File: src/rtl/bcd_to_binary_pkg.sv
// Shared types and constants for the BCD-to-binary converter.
// State encoding, reverse double-dabble constants and the team seven-segment
// digit codes (bit 6 = g ... bit 0 = a) used by the display encoder.
package bcd_to_binary_pkg;

  typedef enum logic [1:0] {
    IDLE   = 2'd0,
    SHIFT  = 2'd1,
    FINISH = 2'd2
  } state_t;

  localparam logic [3:0] BCD_ADJ        = 4'd3;
  localparam logic [3:0] BCD_ADJ_THRESH = 4'd8;
  localparam logic [3:0] BCD_MAX        = 4'd9;

  localparam logic [6:0] SEG_DIGIT [10] = '{
    7'b0111111,  // 0
    7'b0000110,  // 1
    7'b1011011,  // 2
    7'b1001111,  // 3
    7'b1100110,  // 4
    7'b1101101,  // 5
    7'b1111101,  // 6
    7'b0000111,  // 7
    7'b1111111,  // 8
    7'b1101111   // 9
  };

endpackage

File: src/rtl/bcd_sub_adjust.sv
// Per-digit correction for reverse double-dabble: a digit that reads 8 or
// more after the right shift had a tens carry shifted into it; subtract 3.
module bcd_sub_adjust
  import bcd_to_binary_pkg::*;
(
  input  logic [3:0] i_digit,
  output logic [3:0] o_digit
);

  // 4-bit subtract, no borrow out of the digit
  always_comb begin
    o_digit = i_digit;
    if (i_digit >= BCD_ADJ_THRESH) o_digit = i_digit - BCD_ADJ;
  end

endmodule

File: src/rtl/seg_to_bcd.sv
// Seven-segment pattern to BCD digit decoder (only built when
// BCD_TO_BINARY_SEG_IN_EN is defined). Any pattern that is not one of the
// ten digit codes, including all-off, raises o_invalid.
`ifdef BCD_TO_BINARY_SEG_IN_EN
module seg_to_bcd
  import bcd_to_binary_pkg::*;
(
  input  logic [6:0] i_seg,
  output logic [3:0] o_bcd,
  output logic       o_invalid
);

  // match against the shared digit table
  always_comb begin
    o_bcd     = '0;
    o_invalid = 1'b1;
    for (int unsigned d = 0; d < 10; d++) begin
      if (i_seg == SEG_DIGIT[d]) begin
        o_bcd     = 4'(d);
        o_invalid = 1'b0;
      end
    end
  end

endmodule
`endif

File: src/rtl/bcd_to_binary.sv
// Iterative BCD-to-binary converter (reverse double-dabble), start/done
// handshake, one conversion at a time, result held until the next start.
// Optional macro BCD_TO_BINARY_SEG_IN_EN: replaces bcd_in with seven-segment
// input seg_in, decoded combinationally before the load.
module bcd_to_binary
  import bcd_to_binary_pkg::*;
#(
  parameter int unsigned NDIGITS = 2,
  parameter int unsigned BIN_W   = 7
) (
  input  logic                   clk,
  input  logic                   reset_n,
  input  logic                   start,
`ifdef BCD_TO_BINARY_SEG_IN_EN
  input  logic [7*NDIGITS-1:0]   seg_in,
`else
  input  logic [4*NDIGITS-1:0]   bcd_in,
`endif
  output logic                   busy,
  output logic                   done,
  output logic                   err,
  output logic [BIN_W-1:0]       bin_out
);

  localparam int unsigned W_BCD  = 4 * NDIGITS;
  localparam int unsigned W_WORK = W_BCD + BIN_W;
  localparam int unsigned CNT_W  = $clog2(BIN_W + 1);

  state_t              r_state, w_state_nxt;
  logic [W_WORK-1:0]   r_work, w_work_nxt, w_shifted, w_adjusted;
  logic [CNT_W-1:0]    r_cnt, w_cnt_nxt;
  logic                r_inval, w_inval_nxt;
  logic                r_done, w_done_nxt;
  logic                r_err, w_err_nxt;
  logic [BIN_W-1:0]    r_bin, w_bin_nxt;
  logic [W_BCD-1:0]    w_bcd;
  logic [NDIGITS-1:0]  w_digit_bad;
  logic                w_bad;

`ifdef BCD_TO_BINARY_SEG_IN_EN
  for (genvar g = 0; g < NDIGITS; g++) begin : g_seg
    seg_to_bcd u_seg (
      .i_seg     (seg_in[7*g +: 7]),
      .o_bcd     (w_bcd[4*g +: 4]),
      .o_invalid (w_digit_bad[g])
    );
  end
`else
  assign w_bcd = bcd_in;
  for (genvar g = 0; g < NDIGITS; g++) begin : g_chk
    assign w_digit_bad[g] = (bcd_in[4*g +: 4] > BCD_MAX);
  end
`endif

  assign w_bad     = |w_digit_bad;
  assign w_shifted = r_work >> 1;

  // binary field passes straight through; each BCD field gets corrected
  assign w_adjusted[BIN_W-1:0] = w_shifted[BIN_W-1:0];
  for (genvar g = 0; g < NDIGITS; g++) begin : g_adj
    bcd_sub_adjust u_adj (
      .i_digit (w_shifted[BIN_W + 4*g +: 4]),
      .o_digit (w_adjusted[BIN_W + 4*g +: 4])
    );
  end

  // next-state and datapath updates
  always_comb begin
    w_state_nxt = r_state;
    w_work_nxt  = r_work;
    w_cnt_nxt   = r_cnt;
    w_inval_nxt = r_inval;
    w_done_nxt  = 1'b0;
    w_err_nxt   = r_err;
    w_bin_nxt   = r_bin;
    case (r_state)
      IDLE: begin
        if (start) begin
          if (w_bad) begin
            w_inval_nxt = 1'b1;
            w_state_nxt = FINISH;
          end else begin
            w_inval_nxt = 1'b0;
            w_work_nxt  = {w_bcd, {BIN_W{1'b0}}};
            w_cnt_nxt   = '0;
            w_state_nxt = SHIFT;
          end
        end
      end
      SHIFT: begin
        w_work_nxt = w_adjusted;
        w_cnt_nxt  = r_cnt + 1'b1;
        if (r_cnt == CNT_W'(BIN_W - 1)) w_state_nxt = FINISH;
      end
      FINISH: begin
        w_done_nxt = 1'b1;
        if (r_inval) begin
          w_bin_nxt = '0;
          w_err_nxt = 1'b1;
        end else begin
          w_bin_nxt = r_work[BIN_W-1:0];
          w_err_nxt = 1'b0;
        end
        w_state_nxt = IDLE;
      end
      default: w_state_nxt = IDLE;
    endcase
  end

  // state and datapath registers
  always_ff @(posedge clk or negedge reset_n) begin
    if (!reset_n) begin
      r_state <= IDLE;
      r_work  <= '0;
      r_cnt   <= '0;
      r_inval <= 1'b0;
      r_done  <= 1'b0;
      r_err   <= 1'b0;
      r_bin   <= '0;
    end else begin
      r_state <= w_state_nxt;
      r_work  <= w_work_nxt;
      r_cnt   <= w_cnt_nxt;
      r_inval <= w_inval_nxt;
      r_done  <= w_done_nxt;
      r_err   <= w_err_nxt;
      r_bin   <= w_bin_nxt;
    end
  end

  assign busy    = (r_state != IDLE);
  assign done    = r_done;
  assign err     = r_err;
  assign bin_out = r_bin;

endmodule
File: config.mk
export PLATFORM = sky130hd
export DESIGN_NAME = bcd_to_binary
export DESIGN_NICKNAME = d
export VERILOG_FILES = /design/src/rtl/bcd_to_binary_pkg.sv /design/src/rtl/bcd_sub_adjust.sv /design/src/rtl/seg_to_bcd.sv /design/src/rtl/bcd_to_binary.sv
export SDC_FILE = /design/constraint.sdc
export NUM_CORES = 1
export LEC_CHECK = 0
export ABC_AREA = 1
export BUFFER_PORTS_ARGS = -buffer_cell sky130_fd_sc_hd__buf_2
export CAP_MARGIN = 25
export CORE_MARGIN = 8
export CORE_UTILIZATION = 30
export DETAILED_ROUTE_END_ITERATION = 7
export HOLD_SLACK_MARGIN = 0.03
export PLACE_DENSITY = 0.49
export REMOVE_ABC_BUFFERS = 1
export SLEW_MARGIN = 5
export SYNTH_ARGS = -nofsm -noshare
export SYNTH_HDL_FRONTEND = slang
export SYNTH_SLANG_ARGS = --single-unit
File: constraint.sdc
create_clock -name clk -period 3.6 [get_ports clk]
set_input_delay 0.72 -clock clk [delete_from_list [all_inputs] [get_ports clk]]
set_output_delay 0.72 -clock clk [all_outputs]
set_load 0.01 [all_outputs]
* Word-level counts from Yosys, hierarchy flattened
Index checks and enable logic that the tools add are counted.
Word-level totals: output and inout port bits 10, word-level logic and storage cells 43, bits of input ports 11, bits in registers 30
Cells by class: eq/ne operators 6, multiplexer cells 16, reductions and logical operators 7, $add $sub $neg 3, $lt $le $gt $ge 4
Operator list (count):
- two-way mux 15 bit | 2
- case mux 15 bit (2 select lines) | 1
- > comparator 4 bit, second input constant | 2
- two-way mux 4 bit | 2
- two-way mux 7 bit | 1
- two-way mux 2 bit | 3
- two-way mux 3 bit | 2
- != test 2 bit, second input constant | 3
- case mux 3 bit (2 select lines) | 1
- >= comparator 3 x 4 -> 1 bit, second input constant | 1
- >= comparator 4 bit, second input constant | 1
- case mux 2 bit (2 select lines) | 1
- AND reduction 2 bit | 2
- nonzero test 2 bit | 2
- subtractor 3 x 2 -> 4 bit, second input constant | 1
- subtractor 4 x 2 -> 4 bit, second input constant | 1
- adder 3 x 1 -> 3 bit, second input constant | 1
- equality test 3 bit, second input constant | 1
- two-way mux 1 bit | 3
- AND reduction 3 bit | 1
- equality test 2 x 1 -> 1 bit, second input constant | 1
- equality test 2 bit, second input constant | 1
- zero test 2 bit | 1
- OR reduction 2 bit | 1

* Depth between registers and ports, before layout
Gate-level depths: netlist of run 1.
depth in word-level cells 5, depth in mapped cells 9, depth with buffers taken out 8

* By module
From an unflattened synthesis of run 1, not the netlist that was laid out.
Second synthesis, totals: cell total of the unflattened synthesis 194, area total of the unflattened synthesis 1551.5 um^2
By module, submodules not included:
- bcd_to_binary | area an instance 1373.8 um^2, cells each 162, times used 1, seq. area each 750.7 um^2
- bcd_sub_adjust | area an instance 88.8 um^2, cells each 16, times used 2, seq. area each 0.0 um^2

* Worst setup path before layout of run 1
Ideal clock, no wire load.
path kind input-to-reg, from input port bcd_in[2], to register r_work[10], path buffers 1, stages 7, data required time 3484 ps, slack 2065 ps, setup time 116 ps, arrival 1419 ps, path through o21ai_0 -> nand2_1 -> nand2_4 -> nand2_8 -> buf_12 -> nand2_1 -> nand2_1
On the way: cells in the longest elaborated chain, start to end 4
Ends and longest elaborated chain:
- start: declaration | RTL line bcd_to_binary.sv:17 | input logic [4*NDIGITS-1:0] bcd_in,
- > comparator 4 bit | RTL line bcd_to_binary.sv:51 | assign w_digit_bad[g] = (bcd_in[4*g +: 4] > BCD_MAX);
- OR reduction 2 bit | RTL line bcd_to_binary.sv:55 | assign w_bad = |w_digit_bad;
- != test 2 bit (no line)
- AND reduction 3 bit (no line)
- end signal: assignment | RTL line bcd_to_binary.sv:122 | r_work <= w_work_nxt;
- end: declaration | RTL line bcd_to_binary.sv:30 | logic [W_WORK-1:0] r_work, w_work_nxt, w_shifted, w_adjusted;
No other way between the ends. A chain may end at the register's enable or synchronous reset.

* Worst setup path after layout of run 1
from register r_state[0], to output port busy
On the way: cells in the longest elaborated chain, start to end 1
Ends and longest elaborated chain:
- start: declaration | RTL line bcd_to_binary.sv:29 | state_t r_state, w_state_nxt;
- start signal: assignment | RTL line bcd_to_binary.sv:121 | r_state <= w_state_nxt;
- nonzero test 2 bit | RTL line bcd_to_binary.sv:131 | assign busy = (r_state != IDLE);
- end: declaration | RTL line bcd_to_binary.sv:19 | output logic busy,
No other way between the ends.

==> results.cfg, run 1 <==
[routing]
avgRoutedWirePerCell_microns = 11.2
drt_first_iter_violations = 41
drtAntennaViolNets = 0
routed_wl_microns = 2990
drc = 0
dr.pass1.iters = 4
route.detailed.vias_per_inst = 4.27
via_count = 1140

[synthesis]
postSynthCellCount = 175
postSynthAreaPerCell_sq_um = 8.57
synth_area_leader_cell = sky130_fd_sc_hd__dfrtp_1
synthesis.area_sq_mm = 0.00150
synth_area_leaders = sky130_fd_sc_hd__dfrtp_1, sky130_fd_sc_hd__nand2_1, sky130_fd_sc_hd__nand3_1
synth_largest_type_area_fraction_pct = 50.1
synth-edff-count = 0
yosysWarningCount = 0
post_synth_num_cell_types = 22
synth_common_cells = sky130_fd_sc_hd__nand2_1, sky130_fd_sc_hd__dfrtp_1, sky130_fd_sc_hd__nand3_1
synth.yosys.seq_area_share_pct = 50.1
async_flop_share_pct = 100
ys.flop_type = sky130_fd_sc_hd__dfrtp_1
post-synth-top-count-cell = sky130_fd_sc_hd__nand2_1
yosys_register_bits = 30

[floorplanning]
core_box_area_sq_mm = 0.00479
fp.dieH_microns = 86.7
floorplan_die_area_sq_mm = 0.00751
dieWidth_microns = 86.7
initial_core_util_pct = 31.3
floorplan.io_pins = 21
fp-row-count = 25

[pwr]
p_switching_w = 0.000598
p_int_w = 0.000873
power_frac_comb_pct = 36.9
sequential_share_of_power_pct = 40.5
p_leak_nw = 0.965
peakVddDrop_uv = 298
p_per_area_mw_per_mm2 = 839
finalPower_w = 0.00147
pwr-share-clk_pct = 22.6
power.share.switching_pct = 40.6

[clocking]
post_cts_resized = 0
postcts_setup_bufs = 0
root_buffer_selected_by_cts = sky130_fd_sc_hd__clkbuf_8
worstSkewPairLatency_ns = 0.28
clk_pin_slew_ns = 0.06
cts-buffers-inserted = 5
cts-root-to-sink-buffers = 2
cts_hold_repair.buffers = 0
cts_htree_levels = 2
clock_sink_count = 30
tritoncts = done

[setup_path]
worstSetupPathType = flip-flop to output pin
timing.critical_path.fanout_max = 10
element_type_at_the_critical_path_end = output pin
startpoint_type = flip-flop
worstPathArrival_ns = 1.29
crit_required_ns = 2.88

[layout]
finalNonFillerCells = 267
layout.filler_cells = 518
insertedDiodeCount = 0
postLayoutCellArea_sq_mm = 0.00175
drive_above_1_share_pct = 20.5
final_net_count = 214
areaGrowthSynthToFinish_pct = 16.9

[global_route]
first_pass_grt_wire_length_microns = 5550
grt_remaining_overflow = 0
number_of_antenna_violations_at_the_first_check_in_global_routing = 0
grtUsageTotal_pct = 9.33
grt_start_max_net_pins = 31
first_global_vias = 1197

[timing]
finalWorstPathRequiredPeriod_ns = 2.01
final_hold_violation_count = 0
final.period_utilization_pct = 55.9
rsz0062_at_grt = false
tightestPinTransition_ns = 0.674
timing_max_transition_violations_final = 0
clock_skew_ns = 0.00394
timing.final.setup_violations = 0
max_freq_mhz = 497
fin_setup_tns_ns = 0
hold_slack_ns = 0.473
max-slew-margin-rel_pct = 55.1

[place]
routability_driven_placement_congestion_ratio = 0.750
place.port_buffers = 20
detailed_place_hpwl_microns = 2070
placement.cell_area_sq_mm = 0.00165
placedCellCount = 259

[job]
drv_cap = 0

[run_status]
status = finished, final reports clean

[worst_hold_path]
timing.hold.worst.class = flip-flop to flip-flop
logic make-up (layout without fill, tap and decap cells):
family	count (synthesis)	count (layout)	share of synthesized area, %
AND/OR/NAND/NOR	113	113	35.6
AO/OA/AOI/OAI	13	13	4.34
flip-flops	30	30	50.1
XOR/XNOR	1	1	0.584
adder cells (fa/ha/maj)	4	4	3.34
buffers and inverters	14	39	6.01
critical path: stages, from the launching register on:
cell	delay, ns
sky130_fd_sc_hd__dfrtp_1	0.53
sky130_fd_sc_hd__nor2_2	0.28
sky130_fd_sc_hd__inv_1	0.07
sky130_fd_sc_hd__buf_2	0.14
state kept, by name, indices dropped and copies added, names as in the netlist:
name     cells
r_state      2
err          1
r_work      15
r_inval      1
bin_out      7
r_cnt        3
done         1
final timing paths:
check                           start    endpoint  slack, ns  cells after the start
setup / recovery           r_state[0]        busy       1.59                      3
hold reg to reg            r_work[14]  r_work[14]       0.47                      2
min in group asynchronous     reset_n  bin_out[0]       0.48                      1
max in group asynchronous     reset_n        done       2.69                      1
setup reg to reg           r_state[0]   r_work[5]       2.08                      7
hold / removal             r_work[14]  r_work[14]       0.47                      2
layout by cell type (no fill, tap or decap), types with 2 or more instances in the layout:
cell,count
sky130_fd_sc_hd__o21ai_0,11
sky130_fd_sc_hd__nand2_8,2
sky130_fd_sc_hd__clkbuf_1,2
sky130_fd_sc_hd__nand2_1,80
sky130_fd_sc_hd__buf_2,20
sky130_fd_sc_hd__ha_1,4
sky130_fd_sc_hd__inv_1,7
sky130_fd_sc_hd__a21oi_1,2
sky130_fd_sc_hd__clkbuf_8,5
sky130_fd_sc_hd__inv_4,2
sky130_fd_sc_hd__nand2_2,4
sky130_fd_sc_hd__nor2_1,2
sky130_fd_sc_hd__nand3_1,19
sky130_fd_sc_hd__nand2_4,2
sky130_fd_sc_hd__dfrtp_1,30
layer usage:
layer	vias up	routed length, microns	share of wire [%]	track usage, %
met1	514	1540	52	11.7
li1	598	-	-	-
met4	0	38	1.3	2.82
met2	24	1180	39	13.5
met5	-	0	0	0
met3	4	230	7.7	4.82
stage by stage:
stage / setup slack, ns / utilization [%]
after floorplan: 2.08 / -
after CTS: 1.56 / 36.6
final: 1.59 / 36.6
after global placement: 1.85 / 34.4
after detailed placement: 1.88 / 34.4
after global routing: 1.48 / 36.6
power groups by stage:
stage | sequential [W] | clock (W) | combinational (W)
floorplan | 0.000592 | 0 | 0.000396
global placement | 0.000605 | 0 | 0.000551
detailed placement | 0.000601 | 0 | 0.000557
CTS | 0.000597 | 0.000344 | 0.000557
global route | 0.000622 | 0.000359 | 0.000634
finish | 0.000596 | 0.000332 | 0.000542
final cells by class:
| class | instances | area [sq um] | share of cell area, % |
|---|---|---|---|
| Timing Repair Buffer | 20 | 100 | 5.71 |
| Sequential cell | 30 | 751 | 42.8 |
| Clock inverter | 1 | 30.0 | 1.71 |
| Clock buffer | 7 | 76.3 | 4.35 |
| Tap cell | 67 | 83.8 | 4.78 |
| Multi-Input combinational cell | 131 | 658 | 37.5 |
| Inverter | 11 | 53.8 | 3.07 |
(Power assumes the default switching activity.)
==> run 2, diff against run 1 <==
--- a/config.mk
+++ b/config.mk
@@ -12,7 +12,7 @@
 export CORE_UTILIZATION = 30
 export DETAILED_ROUTE_END_ITERATION = 7
 export HOLD_SLACK_MARGIN = 0.03
-export PLACE_DENSITY = 0.49
+export PLACE_DENSITY = 0.51
 export REMOVE_ABC_BUFFERS = 1
 export SLEW_MARGIN = 5
 export SYNTH_ARGS = -nofsm -noshare
==> constraint.sdc (replaced) <==
create_clock -name clk -period 1.8 [get_ports clk]
set_input_delay 0.36 -clock clk [delete_from_list [all_inputs] [get_ports clk]]
set_output_delay 0.36 -clock clk [all_outputs]
set_load 0.01 [all_outputs]
==> run 2 against run 1 <==
  * Sequential share of layout area shrank 0.15 points
  * Setup slack lost 1.4 ns
  * Non-clock buffer count is the same
  * Register-to-register slack lost 1.8 ns
  * Sequential cell count is the same
  * Critical endpoint unchanged
  * Highest routed layer unchanged
  * Clock-buffer cell count shrank 1
  * Critical path depth is the same
  * Largest power group unchanged
  * First-iteration DRC count shrank 2.4%
  * Global-route usage shrank 0.49 points
  * Final cell count shrank 0.37%
  * Die area is the same
  * Combinational power grew 99%
  * Critical path type unchanged
==> results.cfg, run 2 (same netlist as run 1, synthesis figures left out) <==
[worst_hold_path]
timing.hold.worst.class = primary input to async pin

[setup_path]
worstPathArrival_ns = 1.30
cpPeakStageDelay_ns = 0.52
crit_slowest_cell = sky130_fd_sc_hd__dfrtp_1
crit_required_ns = 1.44
crit_chain = nor2_2, inv_1, buf_2
crit-reg2reg-launch = r_state[0]
element_type_at_the_critical_path_end = output pin
startpoint_type = flip-flop
timing.critical_path.fanout_max = 10
timing.critical_path.from = r_state[0]
worstSetupPathType = flip-flop to output pin

[run_status]
status = finished, final reports clean

[pwr]
peakVddDrop_uv = 707
p_switching_w = 0.00119
p_per_area_mw_per_mm2 = 1680
power_frac_comb_pct = 36.6
sequential_share_of_power_pct = 40.3
p_leak_nw = 0.970
power.share.switching_pct = 40.1
pwr-share-clk_pct = 23.1
p_int_w = 0.00177

[clocking]
post_cts_resized = 0
root_buffer_selected_by_cts = sky130_fd_sc_hd__clkbuf_8
clk_pin_slew_ns = 0.06
postcts_setup_bufs = 0
tritoncts = done
cts-buffers-inserted = 5
cts_hold_repair.buffers = 0
cts_htree_levels = 2
worstSkewPairLatency_ns = 0.28
clock_sink_count = 30
cts-root-to-sink-buffers = 2

[timing]
max-slew-margin-rel_pct = 56.2
tightestPinTransition_ns = 0.657
hold_slack_ns = 0.108
timing_max_transition_violations_final = 0
max_freq_mhz = 604
timing.final.setup_violations = 0
final_hold_violation_count = 0
clock_skew_ns = 0.00583
finalWorstPathRequiredPeriod_ns = 1.66
fin_setup_tns_ns = 0
final_critical_path_setup_slack_ns = 0.144
final.period_utilization_pct = 92.0
rsz0062_at_grt = false

[global_route]
number_of_antenna_violations_at_the_first_check_in_global_routing = 0
first_pass_grt_wire_length_microns = 5220
grtUsageTotal_pct = 8.84
grt_start_max_net_pins = 31
first_global_vias = 1139
grt_remaining_overflow = 0

[place]
placedCellCount = 259
place.port_buffers = 20
post-place-ws_ns = 0.317
routability_driven_placement_congestion_ratio = 0.741
detailed_place_hpwl_microns = 2120

[layout]
insertedDiodeCount = 0
finalNonFillerCells = 266
layout.filler_cells = 505
final_net_count = 214
ff_latch_area_sq_um = 751
largest-register = r_work
multi_input_comb_area_sq_um = 658
largest_register_ffs = 15
most_used_cells_in_the_layout_excluding_fill_and_tap_cells = sky130_fd_sc_hd__nand2_1, sky130_fd_sc_hd__dfrtp_1, sky130_fd_sc_hd__buf_2
drive_above_1_share_pct = 21.1
areaGrowthSynthToFinish_pct = 17.4
final_common_cell = sky130_fd_sc_hd__nand2_1

[floorplanning]
dieWidth_microns = 86.7
floorplan.io_pins = 21
fp.dieH_microns = 86.7
floorplan_die_area_sq_mm = 0.00751
fp-row-count = 25
initial_core_util_pct = 31.3
core_box_area_sq_mm = 0.00479

[routing]
via_count = 1139
dr.pass1.iters = 4
avgRoutedWirePerCell_microns = 11.4
drc = 0
route.detailed.vias_per_inst = 4.28
routed_wl_microns = 3030
drtAntennaViolNets = 0
drt_first_iter_violations = 40

[job]
drv_cap = 0
## run 2: cell count changes in the layout (fill, tap and decap cells not counted), sizes merged
cell,change
clkbuf,-1
## run 2: per-layer routing
metal,vias up,track usage [%],wire (microns)
met5,-,0,0
met1,507,11.5,1540
met3,4,3.21,182
met2,30,12.5,1270
met4,0,4.23,38
li1,598,-,-
## run 2: area by class of cell
class	count	share of cell area [%]
inverters	11	3.06
flip-flops and latches	30	42.7
repair buffers	20	5.69
well taps	67	4.77
multi-input cells	131	37.4
clock buffers	6	4.69
clock inverters	1	1.71
## run 2: worst paths after layout
check	slack, ns	cells after the start	endpoint
worst max-delay path	0.14	3	busy
worst min-delay path	0.11	1	r_work[13]
worst max register to register	0.31	7	r_work[8]
worst min register to register	0.47	2	r_work[14]
max in group asynchronous	1.26	1	bin_out[4]
min in group clk	0.30	3	r_work[14]
## run 2: stage by stage
stage	util [%]	total power (W)	cell area, sq um
after floorplan	-	0.00198	1460
after global placement	34.4	0.00231	1650
after detailed placement	34.4	0.00231	1650
after CTS	36.8	0.00301	1760
after global routing	36.8	0.00322	1760
final	36.8	0.00296	1760
## run 2: power by group through the flow
stage	Sequential, W	Clock (W)	Combinational, W
2_1_floorplan	0.00118	0	0.000791
3_3_place_gp	0.00121	0	0.00110
3_5_place_dp	0.00121	0	0.00111
4_1_cts	0.00120	0.000705	0.00111
5_1_grt	0.00124	0.000737	0.00125
6_report	0.00119	0.000685	0.00108
## run 2: worst max-delay path: cells and delay by family (launching register included)
family / cells / cell delay, ns
DFF: 1 / 0.52
and+or+nand+nor: 1 / 0.29
buffers and inverters: 2 / 0.20
